==> src/rtl/vedic_divider_pkg.sv <==
// Shared types and constants for the 8-by-4 bit sequential flag-digit divider.
// Widths are fixed; the error-saturation values are what a faulted division reports.
package vedic_divider_pkg;

    localparam int DVD_W   = 8;
    localparam int DVS_W   = 4;
    localparam int Q_W     = 5;
    localparam int R_W     = 4;
    localparam int PR_W    = 5;
    localparam int N_STEPS = 5;

    localparam logic [2:0]     LAST_STEP = 3'd4;
    localparam logic [Q_W-1:0] Q_SAT     = 5'h1F;
    localparam logic [R_W-1:0] R_SAT     = 4'hF;

    typedef enum logic [1:0] {
        IDLE = 2'd0,
        ITER = 2'd1,
        DONE = 2'd2
    } state_t;

    // The quotient needs more than 5 bits exactly when the top three dividend bits already reach the divisor.
    function automatic logic div_fault(input logic [2:0] dvd_hi, input logic [DVS_W-1:0] dvs);
        return (dvs == 4'd0) || ({1'b0, dvd_hi} >= dvs);
    endfunction

endpackage

==> src/rtl/vedic_div_step.sv <==
// One combinational flag-digit step: append the next dividend bit to the partial
// remainder, then subtract the divisor when it fits.
module vedic_div_step
    import vedic_divider_pkg::*;
(
    input  logic [PR_W-1:0]  pr_in,
    input  logic             dvd_bit,
    input  logic [DVS_W-1:0] divisor,
    output logic [PR_W-1:0]  pr_out,
    output logic             q_bit
);

    logic [PR_W:0] shifted_s;
    logic [PR_W:0] diff_s;

    assign shifted_s = {pr_in, dvd_bit};
    assign diff_s    = shifted_s - {2'b00, divisor};

    // Compare/subtract; the upper bit only matters in the overflow case, whose result is discarded.
    always_comb begin
        pr_out = shifted_s[PR_W-1:0];
        q_bit  = 1'b0;
        if (shifted_s >= {2'b00, divisor}) begin
            pr_out = diff_s[PR_W-1:0];
            q_bit  = 1'b1;
        end else begin
            pr_out = shifted_s[PR_W-1:0];
            q_bit  = 1'b0;
        end
    end

endmodule

==> src/rtl/vedic_divider.sv <==
// Sequential unsigned divider: resolves one quotient bit per clock, MSB first,
// behind a start/done handshake. Errors are decided when the operands are captured.
module vedic_divider
    import vedic_divider_pkg::*;
(
    input  logic             clk,
    input  logic             rst,
    input  logic             start,
    input  logic [DVD_W-1:0] dividend,
    input  logic [DVS_W-1:0] divisor,
    output logic             busy,
    output logic             done,
    output logic [Q_W-1:0]   quotient,
    output logic [R_W-1:0]   remainder,
    output logic             div_err
);

    state_t           state_r;
    state_t           state_nx_s;
    logic [2:0]       step_r;
    logic [PR_W-1:0]  pr_r;
    logic [4:0]       bits_r;
    logic [DVS_W-1:0] dvs_r;
    logic [3:0]       q_acc_r;
    logic             err_r;

    logic             busy_r;
    logic             done_r;
    logic [Q_W-1:0]   quotient_r;
    logic [R_W-1:0]   remainder_r;
    logic             div_err_r;

    logic [PR_W-1:0]  pr_nx_s;
    logic             q_bit_s;

    vedic_div_step u_step (
        .pr_in   (pr_r),
        .dvd_bit (bits_r[4]),
        .divisor (dvs_r),
        .pr_out  (pr_nx_s),
        .q_bit   (q_bit_s)
    );

    // Next-state logic for the IDLE -> ITER -> DONE sequence.
    always_comb begin
        state_nx_s = state_r;
        case (state_r)
            IDLE: begin
                if (start) begin
                    state_nx_s = ITER;
                end else begin
                    state_nx_s = IDLE;
                end
            end
            ITER: begin
                if (step_r == LAST_STEP) begin
                    state_nx_s = DONE;
                end else begin
                    state_nx_s = ITER;
                end
            end
            DONE:    state_nx_s = IDLE;
            default: state_nx_s = IDLE;
        endcase
    end

    // State, iteration datapath and registered handshake/result outputs.
    always_ff @(posedge clk or posedge rst) begin
        if (rst) begin
            state_r     <= IDLE;
            step_r      <= 3'd0;
            pr_r        <= 5'd0;
            bits_r      <= 5'd0;
            dvs_r       <= 4'd0;
            q_acc_r     <= 4'd0;
            err_r       <= 1'b0;
            busy_r      <= 1'b0;
            done_r      <= 1'b0;
            quotient_r  <= 5'd0;
            remainder_r <= 4'd0;
            div_err_r   <= 1'b0;
        end else begin
            state_r <= state_nx_s;
            busy_r  <= (state_nx_s == ITER);
            done_r  <= (state_nx_s == DONE);
            case (state_r)
                IDLE: begin
                    if (start) begin
                        pr_r    <= {2'b00, dividend[7:5]};
                        bits_r  <= dividend[4:0];
                        dvs_r   <= divisor;
                        step_r  <= 3'd0;
                        q_acc_r <= 4'd0;
                        err_r   <= div_fault(dividend[7:5], divisor);
                    end
                end
                ITER: begin
                    pr_r    <= pr_nx_s;
                    bits_r  <= {bits_r[3:0], 1'b0};
                    q_acc_r <= {q_acc_r[2:0], q_bit_s};
                    step_r  <= step_r + 3'd1;
                    if (step_r == LAST_STEP) begin
                        if (err_r) begin
                            quotient_r  <= Q_SAT;
                            remainder_r <= R_SAT;
                            div_err_r   <= 1'b1;
                        end else begin
                            quotient_r  <= {q_acc_r, q_bit_s};
                            remainder_r <= pr_nx_s[R_W-1:0];
                            div_err_r   <= 1'b0;
                        end
                    end
                end
                default: begin
                end
            endcase
        end
    end

    assign busy      = busy_r;
    assign done      = done_r;
    assign quotient  = quotient_r;
    assign remainder = remainder_r;
    assign div_err   = div_err_r;

endmodule

==> config.mk <==
export PLATFORM = sky130hd
export DESIGN_NAME = vedic_divider
export DESIGN_NICKNAME = d
export VERILOG_FILES = /design/src/rtl/vedic_divider_pkg.sv /design/src/rtl/vedic_div_step.sv /design/src/rtl/vedic_divider.sv
export SDC_FILE = /design/constraint.sdc
export NUM_CORES = 1
export LEC_CHECK = 0
export ABC_AREA = 1
export CAP_MARGIN = 20
export CORE_MARGIN = 1
export CORE_UTILIZATION = 55
export CTS_CLUSTER_DIAMETER = 40
export DETAILED_ROUTE_END_ITERATION = 7
export PLACE_DENSITY_LB_ADDON = 0.05
export RECOVER_POWER = 100
export SLEW_MARGIN = 20
export SYNTH_ARGS = -nofsm -noshare
export SYNTH_HDL_FRONTEND = slang
export SYNTH_SLANG_ARGS = --single-unit
export TNS_END_PERCENT = 20
==> constraint.sdc <==
create_clock -name clk -period 3 [get_ports clk]
set_input_delay 0.45 -clock clk [delete_from_list [all_inputs] [get_ports clk]]
set_output_delay 0.45 -clock clk [all_outputs]
set_load 0.01 [all_outputs]
## Yosys cells after proc, flatten, opt, wreduce, memory -nomap -nowiden

Index checks and enable logic that the tools add are counted.

- Word-level logic and storage cells: 44
- Flip-flop bits (word level): 36

- Eq/ne operators: 5
- Reduce and logical (&&, ||, !) cells: 7
- Add/subtract/negate cells: 2
- Order comparisons: 2
- Multiplexer cells: 16

Operator list:

| cell | count |
|---|---|
| 5-bit 2-to-1 mux | 4 |
| 5-bit one-hot mux with 2 select lines | 2 |
| 4-bit 2-to-1 mux | 2 |
| 4-bit one-hot mux with 2 select lines | 1 |
| 6-bit by 4-bit >= comparator with 1-bit output | 1 |
| 3-bit one-hot mux with 2 select lines | 1 |
| 2-bit AND reduction | 3 |
| 5-bit by 4-bit subtractor with 5-bit output | 1 |
| 2-bit by 1-bit equality test with 1-bit output (second input constant) | 2 |
| 3-bit by 4-bit >= comparator with 1-bit output | 1 |
| 4-bit logical NOT | 1 |
| 2-bit one-hot mux with 2 select lines | 1 |
| 3-bit by 1-bit adder with 3-bit output (second input constant) | 1 |
| 3-bit equality test (second input constant) | 1 |
| 1-bit 2-to-1 mux | 3 |
| 3-bit 2-to-1 mux | 1 |
| 2-bit equality test (second input constant) | 1 |
| 2-bit logical NOT | 1 |
| 2-bit 2-to-1 mux | 1 |
| 2-bit != test (second input constant) | 1 |
| 2-bit nonzero test | 1 |
| 1-bit logical OR | 1 |

## Logic depth before layout (Yosys ltp)

- Word-level depth: 4
- Gate-level depth with buffers: 12
- Gate-level depth less buffers: 12

## Modules after synthesis

A second synthesis with hierarchy kept.

- Cells, all modules: 211
- Area total of the unflattened synthesis: 1843.0 um^2

By module, submodules not included:

| module | times used | cells an instance | area each (um^2) | sequential area each (um^2) |
|---|---|---|---|---|
| vedic_divider | 1 | 166 | 1557.7 | 900.9 |
| vedic_div_step | 1 | 45 | 285.3 | 0.0 |

## Worst setup path after synthesis

Ideal clock, no wire load.

- Path kind: register to register
- Start: register bits_r[4]
- End: register pr_r[0]
- Arrival time: 1.616 ns
- Buffers on the path: 0
- Period minus slack after synthesis: 1.733 ns
- Cell stages (with the launch flop): 13
- Setup slack: 1.267 ns
- Data required time: 2.884 ns
- Cell sequence: dfrtp_1 > inv_1 > ha_1 > inv_1 > fa_1 > inv_1 > nor2_1 > nor2_2 > nand2_2 > nand2_1 > nand3_1 > nand2_1 > nand2_1

- Cells in the longest elaborated chain, start to end: 3
- Elaborated cells between the ends (all ways): 4
- Those cells by class: add/sub: 1; order compare: 1; mux: 2

Ends and longest elaborated chain:

| element | line | source |
|---|---|---|
| start, declared | vedic_divider.sv:22 | `logic [4:0] bits_r;` |
| start signal, assigned | vedic_divider.sv:90 | `bits_r <= dividend[4:0];` |
| start signal, assigned | vedic_divider.sv:99 | `bits_r <= {bits_r[3:0], 1'b0};` |
| 5-bit by 4-bit subtractor with 5-bit output / 6-bit by 4-bit >= comparator with 1-bit output (equally long branches) | vedic_div_step.sv:17, vedic_div_step.sv:23 |  |
| 5-bit 2-to-1 mux * | vedic_div_step.sv:23 | `if (shifted_s >= {2'b00, divisor}) begin` |
| 5-bit one-hot mux with 2 select lines * | vedic_divider.sv:86 | `case (state_r)` |
| end signal, assigned | vedic_divider.sv:89 | `pr_r <= {2'b00, dividend[7:5]};` |
| end signal, assigned | vedic_divider.sv:98 | `pr_r <= pr_nx_s;` |
| end, declared | vedic_divider.sv:21 | `logic [PR_W-1:0] pr_r;` |

Every way passes the cells marked *; elsewhere a longest branch is shown, timed or not.
A chain may end at the register's enable or synchronous reset.

## Worst setup path after layout

- Start: register state_r[1]
- End: register bits_r[4]

- Cells in the longest elaborated chain, start to end: 3
- Elaborated cells between the ends (all ways): 6
- Those cells by class: eq/ne: 2; mux: 1; reduce/logical: 3

Ends and longest elaborated chain:

| element | line | source |
|---|---|---|
| start, declared | vedic_divider.sv:18 | `state_t state_r;` |
| start signal, assigned | vedic_divider.sv:83 | `state_r <= state_nx_s;` |
| 2-bit by 1-bit equality test with 1-bit output / 2-bit logical NOT (equally long branches) | vedic_divider.sv:86 |  |
| 2-bit nonzero test (no source line) / 2-bit != test (equally long branches) | - |  |
| 2-bit AND reduction (no source line) | - |  |

Parallel ways exist; a longest one is shown, timed or not.

==> summary.md <==
| Metric | Value |
|---|---|
| Layout cells sized above 1 | `0.0806` |
| DP HPWL | `2900 µm` |
| Primary FF master, synth | `dfrtp_1` |
| Chip height | `59.9 µm` |
| Placer Congestion | `0.928` |
| Post-synth ARST share | `1.00` |
| Drt first pass iters | `4` |
| Maximum buffer depth of the clock tree | `2` |
| Most used cell, CP | `o21ai_0` |
| Max FO, Critical Path | `17` |
| Iter 0 DRT Violations | `95` |
| Die X | `59.9 µm` |
| CP required | `3.27 ns` |
| CTS tree | `done` |
| CP max stage delay | `0.92 ns` |
| Nets | `272` |
| Setup TNS | `0 ns` |
| Largest net degree at the start of global routing | `18` |
| Via density | `5.15` |
| Clock slew seen by the registers of the worst setup and hold paths | `0.11 ns` |
| Crit start category | `register` |
| Final cycle utilization of the critical path | `0.776` |
| Starting Density | `0.590` |
| Post-route DRC violation count | `0` |
| Io pins | `27` |
| Non-Filler Instances | `292` |
| Slew Viols, Final | `0` |
| H-tree levels | `2` |
| Global-route wire length before repair | `6390 µm` |
| CTS hold repair buffers | `0` |
| Ys Warns | `0` |
| Status | `completed` |
| Cell count after synthesis | `216` |
| Post-layout util | `0.702` |
| Final min period | `2.33 ns` |
| Syn Area/Cell | `8.54 µm²` |
| Number of enable flip-flop cells after synthesis | `0` |
| Crit path buf inv count | `2` |
| Cell Rows | `20` |
| # port buffers | `26` |
| Clock latency on the worst-skew pair | `0.34 ns` |
| Synth unique cells | `28` |
| CP delay by family, top | `simple AND/OR/NAND/NOR gates` |
| Min Hold Slack | `0.483 ns` |
| Cell Area, Synth | `1850 µm²` |
| #FFs+latches synth | `36` |
| Power per cell area | `1130 nW/µm²` |
| PostCTS Resize Cnt | `0` |
| Drt total wl | `3820 µm` |
| Die area | `3590 µm²` |
| Global Route Usage Sum | `0.244` |
| Final setup skew | `0.00510 ns` |
| Worst-path cell chain | `nor2_1 > inv_6 > nand2_2 > inv_2 > a21oi_1 > o21ai_0 > o21ai_0` |
| Grt total ovfl | `0` |
| Max Cap Viol | `0` |
| Mapped Nets | `241` |
| Critical path class | `reg2reg` |
| Ant diodes | `0` |
| Critical Path AT | `2.59 ns` |
| Core Box Area | `3130 µm²` |
| Worst min path class | `reg2reg` |
| Finish-stage setup viols | `0` |
| Leak | `1.12 nW` |
| Vias in the first global route | `1492` |
| Per-cell routed wire length | `13.1 µm` |
| Fin worst setup slack | `0.671 ns` |
| CTS Root Cell | `clkbuf_4` |
| Hold Vio Cnt, Final | `0` |
| Syn-to-layout area delta | `19.1%` |
| Clk sinks | `36` |
| Slowest library cell on the worst path | `nor2_1` |
| Number of setup buffers added after CTS | `0` |
| RSZ-0062 raised after global routing | `no` |
| Max Fclk | `429 MHz` |
| CTS buffer count | `5` |
| Worst slew pin tran | `1.22 ns` |
| CP Capture Type | `register` |
| Pre-CTS setup slack | `1.06 ns` |
| DRT antenna net count | `0` |
| Rel. slew slack | `0.184` |
| Initial antenna violation count | `0` |
| Most common cell after layout, fill and taps aside | `nand2_1` |
| Via count | `1503` |
| Highest-count cells in the layout ignoring fill and taps | `50 x nand2_1, 39 x inv_1, 36 x dfrtp_1` |
| Share of the yosys chip area belonging to registers | `0.488` |
| Worst vdd ir | `529 µV` |
| Placed cell count | `284` |
tightest hold or removal path, cell delays in order, from the launching register on:
cell	delay [ns]
dfrtp_1	0.35
nand2_1	0.05
nand2_1	0.05
Yosys cell counts, types with 3 or more instances:
cell / count / share of area
nand2_1: 50 / 0.10
inv_1: 38 / 0.077
dfrtp_1: 36 / 0.49
o21ai_0: 17 / 0.046
a21oi_1: 11 / 0.030
nand3_1: 11 / 0.030
nor2_1: 10 / 0.020
ha_1: 9 / 0.061
o22ai_1: 5 / 0.017
buf_2: 3 / 0.0081
inv_2: 3 / 0.0061
or2_2: 3 / 0.010
where the power goes:
group / switching, mW / total (mW) / leakage (nW) / internal [mW]
Combinational: 0.848 / 1.37 / 0.662 / 0.525
Sequential: 0.118 / 0.831 / 0.432 / 0.714
Clock: 0.160 / 0.275 / 0.0315 / 0.115
metal layers:
layer  part of all wire  track usage  up-vias
met5                  0            0        -
met4              0.021        0.110        0
met3              0.047       0.0649       12
met2               0.49        0.419       54
met1               0.44        0.284      697
li1                   -            -      740
cells by family (layout without fill, tap and decap cells):
family / after synthesis / count (layout) / share of synthesized area
AO/OA/AOI/OAI: 39 / 39 / 0.117
XOR/XNOR: 2 / 2 / 0.00949
adder cells (fa/ha/maj): 10 / 10 / 0.0719
buffers and inverters: 46 / 78 / 0.102
flip-flops: 36 / 36 / 0.488
AND/OR/NAND/NOR: 83 / 83 / 0.211
through the flow:
step,total power [mW],area [µm²]
6_report,2.48,2200
5_1_grt,2.71,2200
3_5_place_dp,2.24,2150
4_1_cts,2.52,2210
3_3_place_gp,2.16,2150
2_1_floorplan,1.83,1850
sequential cells by signal, indices dropped and copies added, names as in the netlist:
name / count
q_acc_r: 4
remainder: 4
step_r: 3
quotient: 5
bits_r: 5
state_r: 2
busy: 1
dvs_r: 4
err_r: 1
pr_r: 5
done: 1
div_err: 1
cell type report:
cell class,count,area (µm²)
multi-input cells,134,748
clock inverters,1,7.51
inverters,42,163
flip-flops and latches,36,901
fillers,257,931
well taps,44,55.1
clock buffers,7,55.1
repair buffers,28,268
path summary, 6_finish.rpt:
check,from,to,slack [ns],cells after the start
worst max-delay path,state_r[1],bits_r[4],0.67,7
worst min-delay path,pr_r[4],pr_r[4],0.48,2
worst max register to register,state_r[1],bits_r[4],0.67,7
worst min register to register,pr_r[4],pr_r[4],0.48,2
max in group asynchronous,rst,pr_r[4],1.43,3
min in group asynchronous,rst,quotient[3],0.62,2
No activity file was read; power rests on OpenSTA's default activity.
